`config.mk`:
```
export PLATFORM = sky130hd
export DESIGN_NAME = desempaquetador_fp
export DESIGN_NICKNAME = d
export VERILOG_FILES = /design/src/rtl/desempaquetador_fp.sv
export SDC_FILE = /design/constraint.sdc
export NUM_CORES = 1
export LEC_CHECK = 0
export CAP_MARGIN = 20
export CORE_MARGIN = 4
export CORE_UTILIZATION = 55
export CTS_BUF_LIST = sky130_fd_sc_hd__clkbuf_4 sky130_fd_sc_hd__clkbuf_8
export DETAILED_ROUTE_END_ITERATION = 10
export PLACE_DENSITY = 0.85
export SETUP_SLACK_MARGIN = 0.05
export SYNTH_ARGS = -nofsm -noshare
export SYNTH_HDL_FRONTEND = slang
export SYNTH_SLANG_ARGS = --single-unit
```
`constraint.sdc`:
```
create_clock -name clk -period 9.3 [get_ports clk]
set_input_delay 1.86 -clock clk [delete_from_list [all_inputs] [get_ports clk]]
set_output_delay 1.86 -clock clk [all_outputs]
set_load 0.03 [all_outputs]
```
`src/rtl/desempaquetador_fp.sv`:
```
// Unpacks two IEEE-754 single operands and produces either aligned sum/difference
// or shift-add mantissa product for the downstream FP normalizer.
//
// state  | meaning
// IDLE   | waiting for start, ready=1
// UNPACK | split fields, order operands, set up align or multiply
// ALIGN  | shift smaller sum operand right one bit per cycle
// ADD    | add/subtract aligned mantissas
// MUL    | one shift-add multiplier step per cycle, LSB first
// DONE   | result fields valid, done pulse
module desempaquetador_fp #(
    parameter int MUL_BITS  = 24,
    parameter int MAX_SHIFT = 26
) (
    input  logic        clk,
    input  logic        rst,
    input  logic        start,
    input  logic        OP_in,
    input  logic [31:0] A,
    input  logic [31:0] B,
    output logic        ready,
    output logic        done,
    output logic        OP_input,
    output logic        Signo_sum,
    output logic [7:0]  Exp_comun,
    output logic [26:0] Suma_resul,
    output logic        Signo_mul,
    output logic [8:0]  Exp_resul,
    output logic [47:0] Producto
);

    localparam int SW = $clog2(MAX_SHIFT + 1);
    localparam int MW = $clog2(MUL_BITS + 1);
    localparam logic [7:0] MAX_SHIFT_W = 8'(MAX_SHIFT);

    typedef enum logic [2:0] {
        S_IDLE,
        S_UNPACK,
        S_ALIGN,
        S_ADD,
        S_MUL,
        S_DONE
    } state_t;

    state_t state, state_nxt;

    logic [31:0] a_q, b_q;
    logic        op_q;
    logic [25:0] mant_l, mant_s;
    logic        sign_l, sign_s;
    logic [7:0]  exp_l;
    logic [SW-1:0] shift_cnt;
    logic [47:0] mcand, acc;
    logic [23:0] mult;
    logic [MW-1:0] mul_cnt;
    logic        sgn_mul_q;
    logic [8:0]  exp_mul_q;

    logic [7:0]  exp_a, exp_b, el, es, diff;
    logic [23:0] mant_a, mant_b, ml, ms;
    logic        sl, ss, a_ge_b, far, mul_zero;
    logic [SW-1:0] k_unp;
    logic [8:0]  exp_sum, exp_mul;
    logic [26:0] sum_ext;
    logic        sum_sign, same_sign;
    logic [47:0] acc_nxt;

    // Zero exponent flushes the mantissa; no denormal support.
    always_comb begin
        exp_a  = a_q[30:23];
        exp_b  = b_q[30:23];
        mant_a = (exp_a != 8'd0) ? {1'b1, a_q[22:0]} : 24'd0;
        mant_b = (exp_b != 8'd0) ? {1'b1, b_q[22:0]} : 24'd0;
        a_ge_b = {exp_a, mant_a} >= {exp_b, mant_b};
        el     = a_ge_b ? exp_a  : exp_b;
        es     = a_ge_b ? exp_b  : exp_a;
        ml     = a_ge_b ? mant_a : mant_b;
        ms     = a_ge_b ? mant_b : mant_a;
        sl     = a_ge_b ? a_q[31] : b_q[31];
        ss     = a_ge_b ? b_q[31] : a_q[31];
        diff   = el - es;
        far    = (ms == 24'd0) || (diff >= MAX_SHIFT_W);
        k_unp  = far ? '0 : diff[SW-1:0];
        exp_sum  = {1'b0, exp_a} + {1'b0, exp_b};
        exp_mul  = (exp_sum <= 9'd127) ? 9'd0 : (exp_sum - 9'd127);
        mul_zero = (mant_a == 24'd0) || (mant_b == 24'd0);
    end

    // Equal magnitudes with opposite signs give +0.
    always_comb begin
        same_sign = (sign_l == sign_s);
        sum_ext   = same_sign ? ({1'b0, mant_l} + {1'b0, mant_s})
                              : ({1'b0, mant_l} - {1'b0, mant_s});
        sum_sign  = (!same_sign && sum_ext == 27'd0) ? 1'b0 : sign_l;
        acc_nxt   = mult[0] ? (acc + mcand) : acc;
    end

    always_ff @(posedge clk) begin
        if (rst) state <= S_IDLE;
        else     state <= state_nxt;
    end

    always_comb begin
        state_nxt = state;
        case (state)
            S_IDLE:   if (start) state_nxt = S_UNPACK;
            S_UNPACK: begin
                if (op_q) state_nxt = mul_zero ? S_DONE : S_MUL;
                else      state_nxt = (k_unp == '0) ? S_ADD : S_ALIGN;
            end
            S_ALIGN:  if (shift_cnt == SW'(1)) state_nxt = S_ADD;
            S_ADD:    state_nxt = S_DONE;
            S_MUL:    if (mul_cnt == MW'(1)) state_nxt = S_DONE;
            S_DONE:   state_nxt = S_IDLE;
            default:  state_nxt = S_IDLE;
        endcase
    end

    always_comb begin
        ready = (state == S_IDLE);
    end

    always_ff @(posedge clk) begin
        if (rst) begin
            a_q        <= '0;
            b_q        <= '0;
            op_q       <= 1'b0;
            mant_l     <= '0;
            mant_s     <= '0;
            sign_l     <= 1'b0;
            sign_s     <= 1'b0;
            exp_l      <= '0;
            shift_cnt  <= '0;
            mcand      <= '0;
            acc        <= '0;
            mult       <= '0;
            mul_cnt    <= '0;
            sgn_mul_q  <= 1'b0;
            exp_mul_q  <= '0;
            done       <= 1'b0;
            OP_input   <= 1'b0;
            Signo_sum  <= 1'b0;
            Exp_comun  <= '0;
            Suma_resul <= '0;
            Signo_mul  <= 1'b0;
            Exp_resul  <= '0;
            Producto   <= '0;
        end else begin
            done <= 1'b0;
            case (state)
                S_IDLE: begin
                    if (start) begin
                        a_q  <= A;
                        b_q  <= B;
                        op_q <= OP_in;
                    end
                end
                S_UNPACK: begin
                    mant_l    <= {ml, 2'b00};
                    mant_s    <= far ? 26'd0 : {ms, 2'b00};
                    sign_l    <= sl;
                    sign_s    <= ss;
                    exp_l     <= el;
                    shift_cnt <= k_unp;
                    mcand     <= {24'd0, mant_a};
                    mult      <= mant_b;
                    acc       <= '0;
                    mul_cnt   <= MW'(MUL_BITS);
                    sgn_mul_q <= a_q[31] ^ b_q[31];
                    exp_mul_q <= exp_mul;
                    if (op_q && mul_zero) begin
                        done      <= 1'b1;
                        OP_input  <= 1'b1;
                        Producto  <= '0;
                        Signo_mul <= a_q[31] ^ b_q[31];
                        Exp_resul <= exp_mul;
                    end
                end
                S_ALIGN: begin
                    mant_s    <= mant_s >> 1;
                    shift_cnt <= shift_cnt - SW'(1);
                end
                S_ADD: begin
                    done       <= 1'b1;
                    OP_input   <= 1'b0;
                    Suma_resul <= sum_ext;
                    Signo_sum  <= sum_sign;
                    Exp_comun  <= exp_l;
                end
                S_MUL: begin
                    acc     <= acc_nxt;
                    mcand   <= mcand << 1;
                    mult    <= mult >> 1;
                    mul_cnt <= mul_cnt - MW'(1);
                    if (mul_cnt == MW'(1)) begin
                        done      <= 1'b1;
                        OP_input  <= 1'b1;
                        Producto  <= acc_nxt;
                        Signo_mul <= sgn_mul_q;
                        Exp_resul <= exp_mul_q;
                    end
                end
                default: ;
            endcase
        end
    end

endmodule
```
==> run_results.csv <==
group,metric,value,unit
place,io_buffers,164,
sta,timing.final.crit_share,68.96,%
sta,hold_viol_final,0,
global_routing,antenna_found_initial,0,
synth,postSynthRegisterBits,364,
global_routing,grt_usage,29.95,%
worst_setup_path,rrSetupSlack,2.89,ns
worst_setup_path,end_kind,"register",
clock_network,root_buffer,"clkbuf_8",
synth,syn_area,0.02093,mm²
synth,ys_seq_area_share,34.82,%
clock_network,cts_tree,"done",
place,dpl.hpwl,46190,µm
final_layout,fin_nets,2962,
route,drc,0,
clock_network,clockBufferDepth,3,
floorplanning,ios,165,
global_routing,grt_pass1_vias,19430,
synth,synth_xor_xnor_area_share,3.390,%
sta,max_freq,155.9,MHz
place,routabilityCongestion,1.026,
sta,tightest_slew,1.185,ns
final_layout,design_area,0.02396,mm²
global_routing,grt_max_degree,207,
synth,syn_inst,2689,
sta,clock_skew,0.01818,ns
worst_setup_path,cp_max_fo,27,
clock_network,cts_resized,0,
route,ant_nets,0,
floorplanning,die_x,203.1,µm
clock_network,ctsHoldBuffers,0,
floorplanning,die_y,203.1,µm
worst_setup_path,crit_required,9.86,ns
floorplanning,dieArea,0.04123,mm²
synth,synthTopCellsByArea,"dfxtp_1, ha_1, a21oi_1, nand2_1, nor2_1",
power,irDropWorstVdd,0.2403,mV
synth,synth_cell_types,80,
hold_path,min_from,"Producto[33]",
route,wl,64410,µm
flow_run,drv_cap,0,
sta,rsz0062_at_grt,"false",
worst_setup_path,arrival,6.97,ns
synth,post_synth_and_or_nand_nor_area_fraction,19.74,%
sta,setup_viol,0,
clock_network,clkLatencyLatePin,0.66,ns
worst_setup_path,cp-start-kind,"register",
place,place_area,0.02272,mm²
synth,synth_nets,2903,
route,avgRoutedWirePerCell,19.54,µm
power,power.density,245.2,mW/mm²
route,dr.first_iter.drc_count,2240,
sta,fin_crit,6.414,ns
final_layout,drive_gt1_share,6.030,%
final_layout,syn_to_final_growth,14.50,%
worst_setup_path,ff2ff_path_depth,18,
global_routing,grt_pass1_wl,102000,µm
route,dr.pass1.iters,10,
synth,yosysWarnings,0,
clock_network,clkTransAtPathRegs,0.06,ns
synth,avgSynthCellArea,7.782,µm²
synth,async_flop_share,0,%
worst_setup_path,r2r-end,"mant_s[2]",
synth,synth_compound_area_share,26.59,%
synth,synth_adder_area_share,8.837,%
run_status,status,"complete, no violations",
clock_network,post_cts_buffers,0,
synth,synth_ff_type,"dfxtp_1",
worst_setup_path,r2r-start,"b_q[27]",
sta,finalSetupTns,0,ns
clock_network,cts_max_level,2,
hold_path,hp-class,"register to register",
final_layout,diodes,0,
synth,yosys.area.top_type,"dfxtp_1",
hold_path,holdPathStages,2,
synth,synth_top_area_share,34.82,%
synth,muxShareOfSynthArea,1.644,%
power,power_leakage,9.006,nW
route,via_count,20550,
sta,maxSlewHeadroom,20.99,%
floorplanning,core,0.03758,mm²
floorplanning,start_util,55.69,%
hold_path,hold-path-endpoint,"Producto[33]",
global_routing,grt_overflow,0,
route,viasPerCell,6.234,
synth,synth_top_family_by_area,"compound AO/OA/AOI/OAI gates",
clock_network,numCtsBuffers,59,
worst_setup_path,worstSetupPathType,"register to register",
synth,synth_edf_count,0,
clock_network,cts.sinks,364,
floorplanning,row_count,71,
sta,slew_violations,0,
## worst max-delay path: stages (launching register included)
cell	delay (ns)
dfxtp_1	0.37
nor4_1	0.38
nand2_1	0.71
and2_1	0.48
ha_1	0.28
nand2b_1	0.16
a2111oi_2	0.35
nor4b_1	0.13
o31ai_1	0.50
nand2_1	0.52
o21a_1	0.33
ha_1	0.19
a22oi_1	0.22
o211ai_1	0.15
a31oi_1	0.25
mux2i_1	0.17
a211oi_4	0.32
nand4_4	0.43
o22ai_1	0.35
## how the worst max path moves through the flow
stage                 start    endpoint  slack (ns)  depth (start not counted)
floorplan           a_q[24]  mant_s[13]        4.47                         22
global placement    b_q[27]   mant_s[7]        3.33                         18
detailed placement  b_q[27]   mant_s[7]        3.06                         18
CTS                 b_q[27]   mant_s[2]        3.00                         18
global route        b_q[27]   mant_s[2]        2.44                         18
finish              b_q[27]   mant_s[2]        2.89                         18
## metrics by stage
| step | hold slack [ns] | setup WS, ns | total power, mW | util (%) | cells |
|---|---|---|---|---|---|
| 5_1_grt | 0.4771 | 2.443 | 6.194 | 63.76 | 3297 |
| 3_3_place_gp | 0.4365 | 3.327 | 4.320 | 60.42 | 3197 |
| 3_5_place_dp | 0.4455 | 3.056 | 4.366 | 60.47 | 3198 |
| 6_report | 0.4518 | 2.886 | 5.876 | 63.76 | 3297 |
| 2_1_floorplan | 0.4288 | 4.472 | 3.645 | - | 2689 |
| 4_1_cts | 0.4551 | 3.000 | 5.846 | 63.76 | 3297 |
## metal layers
layer | vias up | share of wire, % | GRT usage (%)
li1 | 9743 | - | -
met1 | 9668 | 41 | 38.60
met2 | 954 | 46 | 49.75
met3 | 189 | 8.1 | 5.367
met4 | 0 | 4.6 | 12.55
met5 | - | 0 | 0
## area by class of cell
cell class	instances	area [µm²]
Multi-Input combinational cell	2055	12660
Timing Repair Buffer	183	1814
Clock inverter	13	146.4
Clock buffer	86	1090
Sequential cell	364	7288
Tap cell	511	639.4
Inverter	85	319.1
Fill cell	3261	13620
## cells by family (layout without fill, tap and decap cells)
| kind of cell | after synthesis | after routing |
|---|---|---|
| buffers and inverters | 270 | 367 |
| and+or+nand+nor | 940 | 940 |
| AOI/OAI and AO/OA | 854 | 854 |
| xor gates and xnor gates | 81 | 81 |
| DFF | 364 | 364 |
| adders and majority gates | 146 | 146 |
| muxes | 34 | 34 |
## where the power goes
group | switching (mW) | internal (mW) | total, mW
sequential | 0.182 | 1.73 | 1.91
combinational | 1.68 | 0.802 | 2.48
clock | 0.652 | 0.828 | 1.48
## flip-flops by register name (all words and copies together), names as in the netlist, 8 cells and up
register and count:
a_q 32, Exp_resul 9, Producto 48, mant_s 26
exp_mul_q 9, exp_l 8, Exp_comun 8, Suma_resul 27
mult 24, mant_l 24, b_q 32, mcand 48
acc 48
## cells in the mapped netlist (5+ instances only)
cell       number
nand4_1        18
a211o_1         7
nor2b_1        11
a222oi_1       24
nor3_1         50
o211a_1         5
nand3_1        31
a31oi_1        17
a21oi_1       348
inv_1          85
o22ai_2        13
a22oi_1        94
buf_1          14
nor4_1         14
o21ai_0        95
mux2i_1        31
o41ai_1         7
xor2_1         20
a21boi_0        7
and2_1         35
o21a_1         17
and3_1         22
a2111oi_0       7
o22ai_1        23
nor2_1        317
o211ai_1       13
clkbuf_1      164
nand2_1       376
a221oi_1       26
or3_1          10
xnor2_1        61
ha_1          143
a21o_1         32
a311oi_1       15
a211oi_1       35
dfxtp_1       364
o21bai_1       18
o31ai_1         8
nand2b_1       19
## layout by cell type, fill, tap and decap left out, types with 22 or more instances in the layout
cell / instances
and3_1: 22
and2_1: 32
xnor2_1: 60
a222oi_1: 24
a211oi_1: 35
o21ai_0: 94
nor3_1: 49
inv_1: 85
o22ai_1: 23
a22oi_1: 94
a21o_1: 32
a21oi_1: 348
clkbuf_8: 71
clkdlybuf4s50_1: 163
a221oi_1: 26
nand3_1: 31
nand2_1: 374
nor2_1: 315
mux2i_1: 31
ha_1: 143
dfxtp_1: 363
Note: power is estimated with default switching activity, not from simulation.
